==> src/rtl/uart_rx_frame_pkg.sv <==
// Shared UART receiver definitions: FIFO word layout, FSM encoding
// and the parity helper used by the frame receiver.
package uart_defines;

   localparam int UART_FIFO_REC_WIDTH = 11;

   localparam int RF_BI       = 0;
   localparam int RF_FE       = 1;
   localparam int RF_PE       = 2;
   localparam int RF_CHAR_LSB = 3;

   localparam int LCR_PEN = 3;
   localparam int LCR_EPS = 4;
   localparam int LCR_SP  = 5;

   typedef enum logic [2:0] {
      S_IDLE      = 3'd0,
      S_START     = 3'd1,
      S_DATA      = 3'd2,
      S_PARITY    = 3'd3,
      S_STOP      = 3'd4,
      S_PUSH      = 3'd5,
      S_WAIT_HIGH = 3'd6
   } rx_state_e;

   // acc is the XOR of the received data bits
   function automatic logic exp_parity(logic acc, logic eps, logic sp);
      if (sp)
         return ~eps;
      return eps ? acc : ~acc;
   endfunction

endpackage

==> src/rtl/uart_rx_frame_if.sv <==
// Receive-FIFO push port: one-cycle strobe plus the pushed word.
interface uart_rx_frame_if #(
   parameter int W = uart_defines::UART_FIFO_REC_WIDTH
) ();

   logic         rf_push;
   logic [W-1:0] rf_data_in;

   modport master (output rf_push, output rf_data_in);
   modport slave  (input rf_push, input rf_data_in);

endinterface

==> src/rtl/uart_rx_frame_sync2.sv <==
// Two-flop synchronizer for the serial line; resets to the idle
// (high) level so no false start bit appears after reset.
module uart_sync2 (
   input  logic clk,
   input  logic rst,
   input  logic d,
   output logic q
);

   logic meta;

   always_ff @(posedge clk or posedge rst) begin
      if (rst) begin
         meta <= 1'b1;
         q    <= 1'b1;
      end else begin
         meta <= d;
         q    <= meta;
      end
   end

endmodule

==> src/rtl/uart_rx_frame.sv <==
// UART receive framer: 16x oversampled start/data/parity/stop
// reception producing one FIFO word per character.
module uart_rx_frame
   import uart_defines::*;
#(
   parameter int FIFO_WIDTH = UART_FIFO_REC_WIDTH
) (
   input  logic                    clk,
   input  logic                    wb_rst_i,
   input  logic                    enable,
   input  logic                    srx_pad_i,
   input  logic [7:0]              lcr,
   input  logic                    rx_reset,
   uart_rx_frame_if.master         rf,
   output logic [2:0]              rstate
);

   rx_state_e              state;
   logic                   srx;
   logic [3:0]             cnt;
   logic [2:0]             bitn;
   logic [7:0]             chr;
   logic                   par_acc;
   logic                   ones;
   logic                   pe;
   logic [5:0]             lcr_q;
   logic                   push_q;
   logic [FIFO_WIDTH-1:0]  data_q;
   logic [FIFO_WIDTH-1:0]  word;
   logic [2:0]             last_bit;
   logic                   mid_bit;

   wire unused_lcr = ^{lcr[7:6], lcr_q[2]};

   uart_sync2 u_sync (
      .clk (clk),
      .rst (wb_rst_i),
      .d   (srx_pad_i),
      .q   (srx)
   );

   assign last_bit = 3'd4 + {1'b0, lcr_q[1:0]};
   assign mid_bit  = enable && (cnt == 4'd15);

   // stop bit is sampled in the same cycle the word is captured
   always_comb begin
      word                       = '0;
      word[RF_CHAR_LSB +: 8]     = chr;
      word[RF_PE]                = pe;
      word[RF_FE]                = ~srx;
      word[RF_BI]                = ~ones & ~srx;
   end

   always_ff @(posedge clk or posedge wb_rst_i) begin
      if (wb_rst_i) begin
         state   <= S_IDLE;
         cnt     <= '0;
         bitn    <= '0;
         chr     <= '0;
         par_acc <= 1'b0;
         ones    <= 1'b0;
         pe      <= 1'b0;
         lcr_q   <= '0;
         push_q  <= 1'b0;
         data_q  <= '0;
      end else if (rx_reset) begin
         state   <= S_IDLE;
         cnt     <= '0;
         bitn    <= '0;
         chr     <= '0;
         par_acc <= 1'b0;
         ones    <= 1'b0;
         pe      <= 1'b0;
         push_q  <= 1'b0;
      end else begin
         push_q <= 1'b0;
         unique case (state)
            S_IDLE: begin
               if (enable && !srx) begin
                  state   <= S_START;
                  cnt     <= '0;
                  bitn    <= '0;
                  chr     <= '0;
                  par_acc <= 1'b0;
                  ones    <= 1'b0;
                  pe      <= 1'b0;
                  lcr_q   <= lcr[5:0];
               end
            end
            S_START: begin
               if (enable) begin
                  if (cnt == 4'd7) begin
                     cnt   <= '0;
                     state <= srx ? S_IDLE : S_DATA;
                  end else begin
                     cnt <= cnt + 4'd1;
                  end
               end
            end
            S_DATA: begin
               if (enable)
                  cnt <= cnt + 4'd1;
               if (mid_bit) begin
                  chr[bitn] <= srx;
                  par_acc   <= par_acc ^ srx;
                  ones      <= ones | srx;
                  bitn      <= bitn + 3'd1;
                  if (bitn == last_bit)
                     state <= lcr_q[LCR_PEN] ? S_PARITY : S_STOP;
               end
            end
            S_PARITY: begin
               if (enable)
                  cnt <= cnt + 4'd1;
               if (mid_bit) begin
                  pe    <= srx != exp_parity(par_acc, lcr_q[LCR_EPS],
                                             lcr_q[LCR_SP]);
                  ones  <= ones | srx;
                  state <= S_STOP;
               end
            end
            S_STOP: begin
               if (enable)
                  cnt <= cnt + 4'd1;
               if (mid_bit) begin
                  push_q <= 1'b1;
                  data_q <= word;
                  state  <= S_PUSH;
               end
            end
            S_PUSH: begin
               state <= srx ? S_IDLE : S_WAIT_HIGH;
            end
            S_WAIT_HIGH: begin
               if (enable && srx)
                  state <= S_IDLE;
            end
            default: state <= S_IDLE;
         endcase
      end
   end

   assign rf.rf_push    = push_q;
   assign rf.rf_data_in = data_q;
   assign rstate        = state;

endmodule

==> src/flat_wrapper.sv <==
// flat-port wrapper written by rule: the top's interface ports become plain ports
module uart_rx_frame_flat import uart_defines::*;
#(
   parameter int FIFO_WIDTH = UART_FIFO_REC_WIDTH
)
  (clk, wb_rst_i, enable, srx_pad_i, lcr, rx_reset, rstate, rf_rf_push, rf_rf_data_in);
  uart_rx_frame_if #(.W(11)) rf_i ();
  input  logic clk;
  input  logic wb_rst_i;
  input  logic enable;
  input  logic srx_pad_i;
  input  logic [7:0] lcr;
  input  logic rx_reset;
  output logic [2:0] rstate;
  output wire logic [$bits(rf_i.rf_push)-1:0] rf_rf_push;
  output wire logic [$bits(rf_i.rf_data_in)-1:0] rf_rf_data_in;
  assign rf_rf_push = rf_i.rf_push;
  assign rf_rf_data_in = rf_i.rf_data_in;
  uart_rx_frame #(.FIFO_WIDTH(FIFO_WIDTH)) u_core (.clk(clk), .wb_rst_i(wb_rst_i), .enable(enable), .srx_pad_i(srx_pad_i), .lcr(lcr), .rx_reset(rx_reset), .rf(rf_i), .rstate(rstate));
endmodule
==> config.mk <==
export PLATFORM = sky130hd
export DESIGN_NAME = uart_rx_frame_flat
export DESIGN_NICKNAME = d
export VERILOG_FILES = /design/src/rtl/uart_rx_frame_pkg.sv /design/src/rtl/uart_rx_frame_if.sv /design/src/rtl/uart_rx_frame_sync2.sv /design/src/rtl/uart_rx_frame.sv /design/src/flat_wrapper.sv
export SDC_FILE = /design/constraint.sdc
export NUM_CORES = 1
export LEC_CHECK = 0
export BUFFER_PORTS_ARGS = -buffer_cell sky130_fd_sc_hd__buf_2
export CAP_MARGIN = 5
export CORE_MARGIN = 8
export CORE_UTILIZATION = 60
export DETAILED_ROUTE_END_ITERATION = 10
export PLACE_DENSITY = 0.83
export SLEW_MARGIN = 5
export SYNTH_ARGS = -nofsm -noshare
export SYNTH_HDL_FRONTEND = slang
export SYNTH_SLANG_ARGS = --single-unit
==> constraint.sdc <==
create_clock -name clk -period 3.88 [get_ports clk]
set_clock_uncertainty 0.1 [all_clocks]
set_input_delay 0.194 -clock clk [delete_from_list [all_inputs] [get_ports clk]]
set_output_delay 0.194 -clock clk [all_outputs]
set_load 0.01 [all_outputs]
# --- Yosys cells after proc, flatten, opt, wreduce, memory -nomap -nowiden ---
# Cells that the tools add are included.
op_classes:
  addsub: 3
  magnitude_cmp: 2
  eq_ne: 20
  muxes: 53
  bitwise: 8
  n_reduce_logical: 19
op_table:
  columns: ["cell", "n"]
  rows:
  - ["3-bit two-way mux", 14]
  - ["8-bit two-way mux", 3]
  - ["1-bit two-way mux", 21]
  - ["3-bit by 2-bit != test with 1-bit output (second input constant)", 7]
  - ["3-bit case mux with 7 select lines", 1]
  - ["4-bit two-way mux", 5]
  - ["8-bit case mux with 2 select lines", 1]
  - ["3-bit AND reduction", 5]
  - ["4-bit case mux with 3 select lines", 1]
  - ["3-bit == test (second input constant)", 3]
  - ["3-bit nonzero test", 3]
  - ["8-bit bitwise mux", 1]
  - ["8-bit AND reduction", 1]
  - ["3-bit by 2-bit == test with 1-bit output (second input constant)", 2]
  - ["3-bit by 1-bit != test with 1-bit output (second input constant)", 2]
  - ["1-bit case mux with 2 select lines", 3]
  - ["3-bit case mux with 2 select lines", 1]
  - ["1-bit NOT", 5]
  - ["4-bit by 1-bit adder with 4-bit output (second input constant)", 1]
  - ["4-bit by 3-bit == test with 1-bit output (second input constant)", 1]
  - ["4-bit == test (second input constant)", 1]
  - ["1-bit logical AND", 4]
  - ["3-bit by 4-bit less-than comparator with 1-bit output (second input constant)", 1]
  - ["4-bit AND reduction", 1]
  - ["17 further kinds", 17]
word_totals:
  reg_bits: 41
  inputBits: 13
  output_inout_bits: 15

# --- Logic depth before layout (Yosys ltp) ---
logic_depth:
  depth_word: 13
  depth_mapped: 8

# --- Cells and area by module ---
# Synthesis repeated with hierarchy kept, for this count alone.
hier_totals:
  hier_cells: 227
  hier_area_um2: 2167.1
modules_own_cells:
  columns: ["mod", "instances", "cells_each", "area_each_um2"]
  rows:
  - ["uart_rx_frame", 1, 224, 2110.8]
  - ["uart_sync2", 1, 3, 56.3]

# --- Least setup slack after synthesis ---
# OpenSTA, ideal clock, no wires.
synth_path:
  kind: "flip-flop to flip-flop"
  from: "register u_core.state[1] (netlist: u_core.rstate[1])"
  to: "register u_core.state[1] (netlist: u_core.rstate[1])"
  setup_ps: 125
  arrival_ps: 1670
  required_time_ps: 3655
  setup_slack_ps: 1986
  path_stages_with_launch: 7
  n_path_buf: 1
  path_cell_list: "dfrtp_1 -> buf_6 -> and4bb_1 -> o22ai_1 -> a21oi_1 -> a2111oi_4 -> mux2_2"
synth_between:
  elab_chain_len: 3
synth_lines:
  columns: ["item", "line", "rtl"]
  rows:
  - ["start: declaration", "uart_rx_frame.sv:18", "rx_state_e state;"]
  - ["start signal: assignment", "uart_rx_frame.sv:94", "state <= srx ? S_IDLE : S_DATA;"]
  - ["start signal: assignment", "uart_rx_frame.sv:109", "state <= lcr_q[LCR_PEN] ? S_PARITY : S_STOP;"]
  - ["start signal: assignment", "uart_rx_frame.sv:132", "state <= srx ? S_IDLE : S_WAIT_HIGH;"]
  - ["3-bit == test (tied with other cells)", "uart_rx_frame.sv:77", "unique case (state)"]
  - ["3-bit by 2-bit != test with 1-bit output (no line) (tied with other cells)", null, null]
  - ["8-bit AND reduction (no line) or 3-bit two-way mux (tied branches)", null, null]
# Parallel ways exist; a longest one is shown, timed or not.
# A chain may end at the register's enable or synchronous reset.

# --- Final worst setup path ---
layout_path:
  from: "register u_core.state[2] (netlist: u_core.rstate[2])"
  to: "register u_core.bitn[2]"
layout_between:
  elab_chain_len: 3
layout_lines:
  columns: ["item", "line", "rtl"]
  rows:
  - ["3-bit by 2-bit == test with 1-bit output or 3-bit logical NOT (tied branches)", "uart_rx_frame.sv:77", null]
  - ["3-bit by 2-bit != test with 1-bit output (no line) (tied with other cells)", null, null]
  - ["3-bit AND reduction (no line) or 3-bit two-way mux (tied branches)", null, null]
  - ["end signal: assignment", "uart_rx_frame.sv:107", "bitn <= bitn + 3'd1;"]
  - ["end: declaration", "uart_rx_frame.sv:21", "logic [2:0] bitn;"]
# Parallel ways exist; a longest one is shown, timed or not.

==> flow_metrics.tcl <==
set metrics [dict create \
    vdd_ir_drop_max_mv 0.370 \
    ant_nets 0 \
    die-width_um 74.8 \
    h-tree-depth 2 \
    hold_path.class "in2reg" \
    antenna_found_initial 0 \
    post_cts_buffers 0 \
    grt.overflow.total 0 \
    tns_ns 0 \
    nNetsFinal 246 \
    cp.arrival_ns 2.49 \
    detailed_place_hpwl_mm 2.52 \
    drt_iter0_drc 83 \
    grt_max_degree 41 \
    coreArea_sq_um 3340 \
    worstPathRequired_ns 4.06 \
    drc 0 \
    syn_area_per_cell_sq_um 10.2 \
    hold_viol 0 \
    fp.dieH_um 74.8 \
    clockRootBuffer "clkbuf_4" \
    drt-total-wl_mm 3.71 \
    async_flop_share_pct 100 \
    dpl_worst_slack_ns 1.64 \
    via_per_inst 5.52 \
    seq_area_sq_um 1000 \
    total_power_mw 1.13 \
    yosys-top-cells-count "42 x nand2_1, 38 x dfrtp_1, 10 x o21ai_0" \
    finalNonFillerCells 278 \
    cts_resized 0 \
    tritoncts "built" \
    diodes 0 \
    yosys_warnings 0 \
    synth_nets 219 \
    path_class "reg2reg" \
    vias 1535 \
    cts_made_buffers 5 \
    setup_violations 0 \
    synthTopCellsByArea "dfrtp_1 46%, nand2_1 7.6%, mux2_2 4.9%" \
    ctsHoldBuffers 7 \
    fmax_ghz 0.434 \
    drive_above_1_share_pct 23.7 \
    syn_inst 204 \
    status "finished, final reports clean" \
    syn_to_final_growth_pct 12.8 \
    fp.dieArea_sq_um 5600 \
    period_needed_ns 2.31 \
    postPlaceCellArea_sq_um 2190 \
    io-pin-count 28 \
    multiInputGateArea_sq_um 962 \
    fin_area_sq_um 2340 \
    fin_ws_ns 1.57 \
    drtPass1Iterations 4 \
    routedWlPerCell_um 13.3 \
    first_global_vias 1414 \
    critPathMaxFanout 18 \
    final-max-slew-violation-count 0 \
    startpoint_type "flop" \
    ys.flop_type "dfrtp_1" \
    yosysTopAreaCell "dfrtp_1" \
    worst_slew_pin_slew_ns 0.802 \
    whs_ns 0.123 \
    place.gp.congestion 0.823 \
    timing.slew.headroom_pct 46.5 \
    placementRows 21 \
    endpoint_kind "flop" \
    clk_pin_slew_ns 0.12 \
    fin_crit_sh_pct 59.4 \
    start_util_pct 62.2 \
    portBuffers 24 \
    synth_edf_count 0 \
    rsz0062_at_grt "false" \
    p_per_area_nw_per_um2 484 \
    ys_ff_latch 40 \
    fillCellCount 267 \
    seq_area_frac_synth_pct 48.3 \
    clk_latency_ns 0.34 \
    timing.max_cap.violations 0 \
    synthDistinctLibCells 47 \
    grt_pass1_wl_mm 6.28 \
    clockBufferDepth 2 \
    p_leak_nw 1.10 \
    yosysMostFrequentCell "nand2_1" \
    placed_cells 263 \
    synth_top_area_share_pct 45.8 \
    clock-sinks 40 \
    grt_usage_pct 14.4 \
    post-route-util_pct 70.2 \
    syn_area_sq_um 2080 \
]
==> state kept, by name (all words and copies together) (netlist names) <==
| name | count |
|---|---|
| u_core.rf.rf_push | 1 |
| u_core.cnt | 4 |
| u_core.bitn | 3 |
| u_core.u_sync.q | 1 |
| u_core.lcr_q | 5 |
| u_core.rstate | 3 |
| u_core.chr | 8 |
| u_core.par_acc | 1 |
| u_core.ones | 1 |
| u_core.pe | 1 |
| u_core.u_sync.meta | 1 |
| u_core.rf.rf_data_in | 11 |
==> layout by cell type, fill, tap and decap left out, types with 2 or more instances in the layout <==
cell	instances
nand2_1	42
dfrtp_1	38
buf_2	24
o21ai_0	10
mux2_2	9
nor2_1	7
a21oi_1	7
nor3_1	7
dlygate4sd3_1	7
inv_1	6
nand3b_1	5
o211ai_1	5
clkbuf_4	5
mux2i_1	4
o31ai_1	4
nor4b_2	3
nand3_1	3
xnor2_1	3
buf_4	3
nand4_1	2
nor3b_1	2
a21o_1	2
nor2b_1	2
nor4_1	2
o41ai_1	2
a31oi_1	2
ha_1	2
dfstp_2	2
==> critical path: stages (launching register included) <==
cell and delay, ns:
dfrtp_1 0.70, nor3_1 0.18, a21oi_1 0.67, or4b_1 0.50, nand2_1 0.09
==> power breakdown <==
part	internal (mW)	switching, mW
registers	0.466	0.0794
logic	0.162	0.156
clock network	0.134	0.135
==> path summary, 6_finish.rpt <==
check / from / end / slack [ns] / cells past startpoint
min in group asynchronous: wb_rst_i / u_core.rf.rf_push$_DFF_PP0_ / 0.39 / 4
max in group asynchronous: wb_rst_i / u_core.u_sync.meta$_DFF_PP1_ / 2.91 / 4
max: u_core.rstate[2]$_DFFE_PP0P_ / u_core.bitn[2]$_DFFE_PP0P_ / 1.57 / 4
max reg2reg: u_core.rstate[2]$_DFFE_PP0P_ / u_core.bitn[2]$_DFFE_PP0P_ / 1.57 / 4
min reg2reg: u_core.u_sync.meta$_DFF_PP1_ / u_core.u_sync.q$_DFF_PP1_ / 0.26 / 0
min: rx_reset / u_core.ones$_DFFE_PP0P_ / 0.12 / 2
==> per-layer routing <==
layer | global-route usage, % | routed length (um) | up-vias
li1 | - | - | 784
met3 | 4.39 | 242 | 7
met4 | 6.30 | 53 | 0
met2 | 22.4 | 1640 | 31
met1 | 18.0 | 1770 | 713
met5 | 0 | 0 | -
==> area by class of cell <==
type	count	area share (%)
repair buffers	34	9.08
clock inverters	3	1.82
clock buffers	5	1.60
well taps	46	2.46
flip-flops and latches	40	42.8
multi-input cells	143	41.1
inverters	7	1.12
==> cell families (layout without fill, tap and decap cells) <==
| kind of cell | Yosys count | after routing | share of synthesized area [%] |
|---|---|---|---|
| AOI/OAI and AO/OA | 39 | 39 | 13.8 |
| adders and majority gates | 2 | 2 | 1.21 |
| and+or+nand+nor | 84 | 84 | 22.3 |
| muxes | 14 | 14 | 7.35 |
| DFF | 40 | 40 | 48.3 |
| buffers and inverters | 21 | 49 | 5.30 |
| xor gates and xnor gates | 4 | 4 | 1.69 |
(Power assumes the default switching activity.)
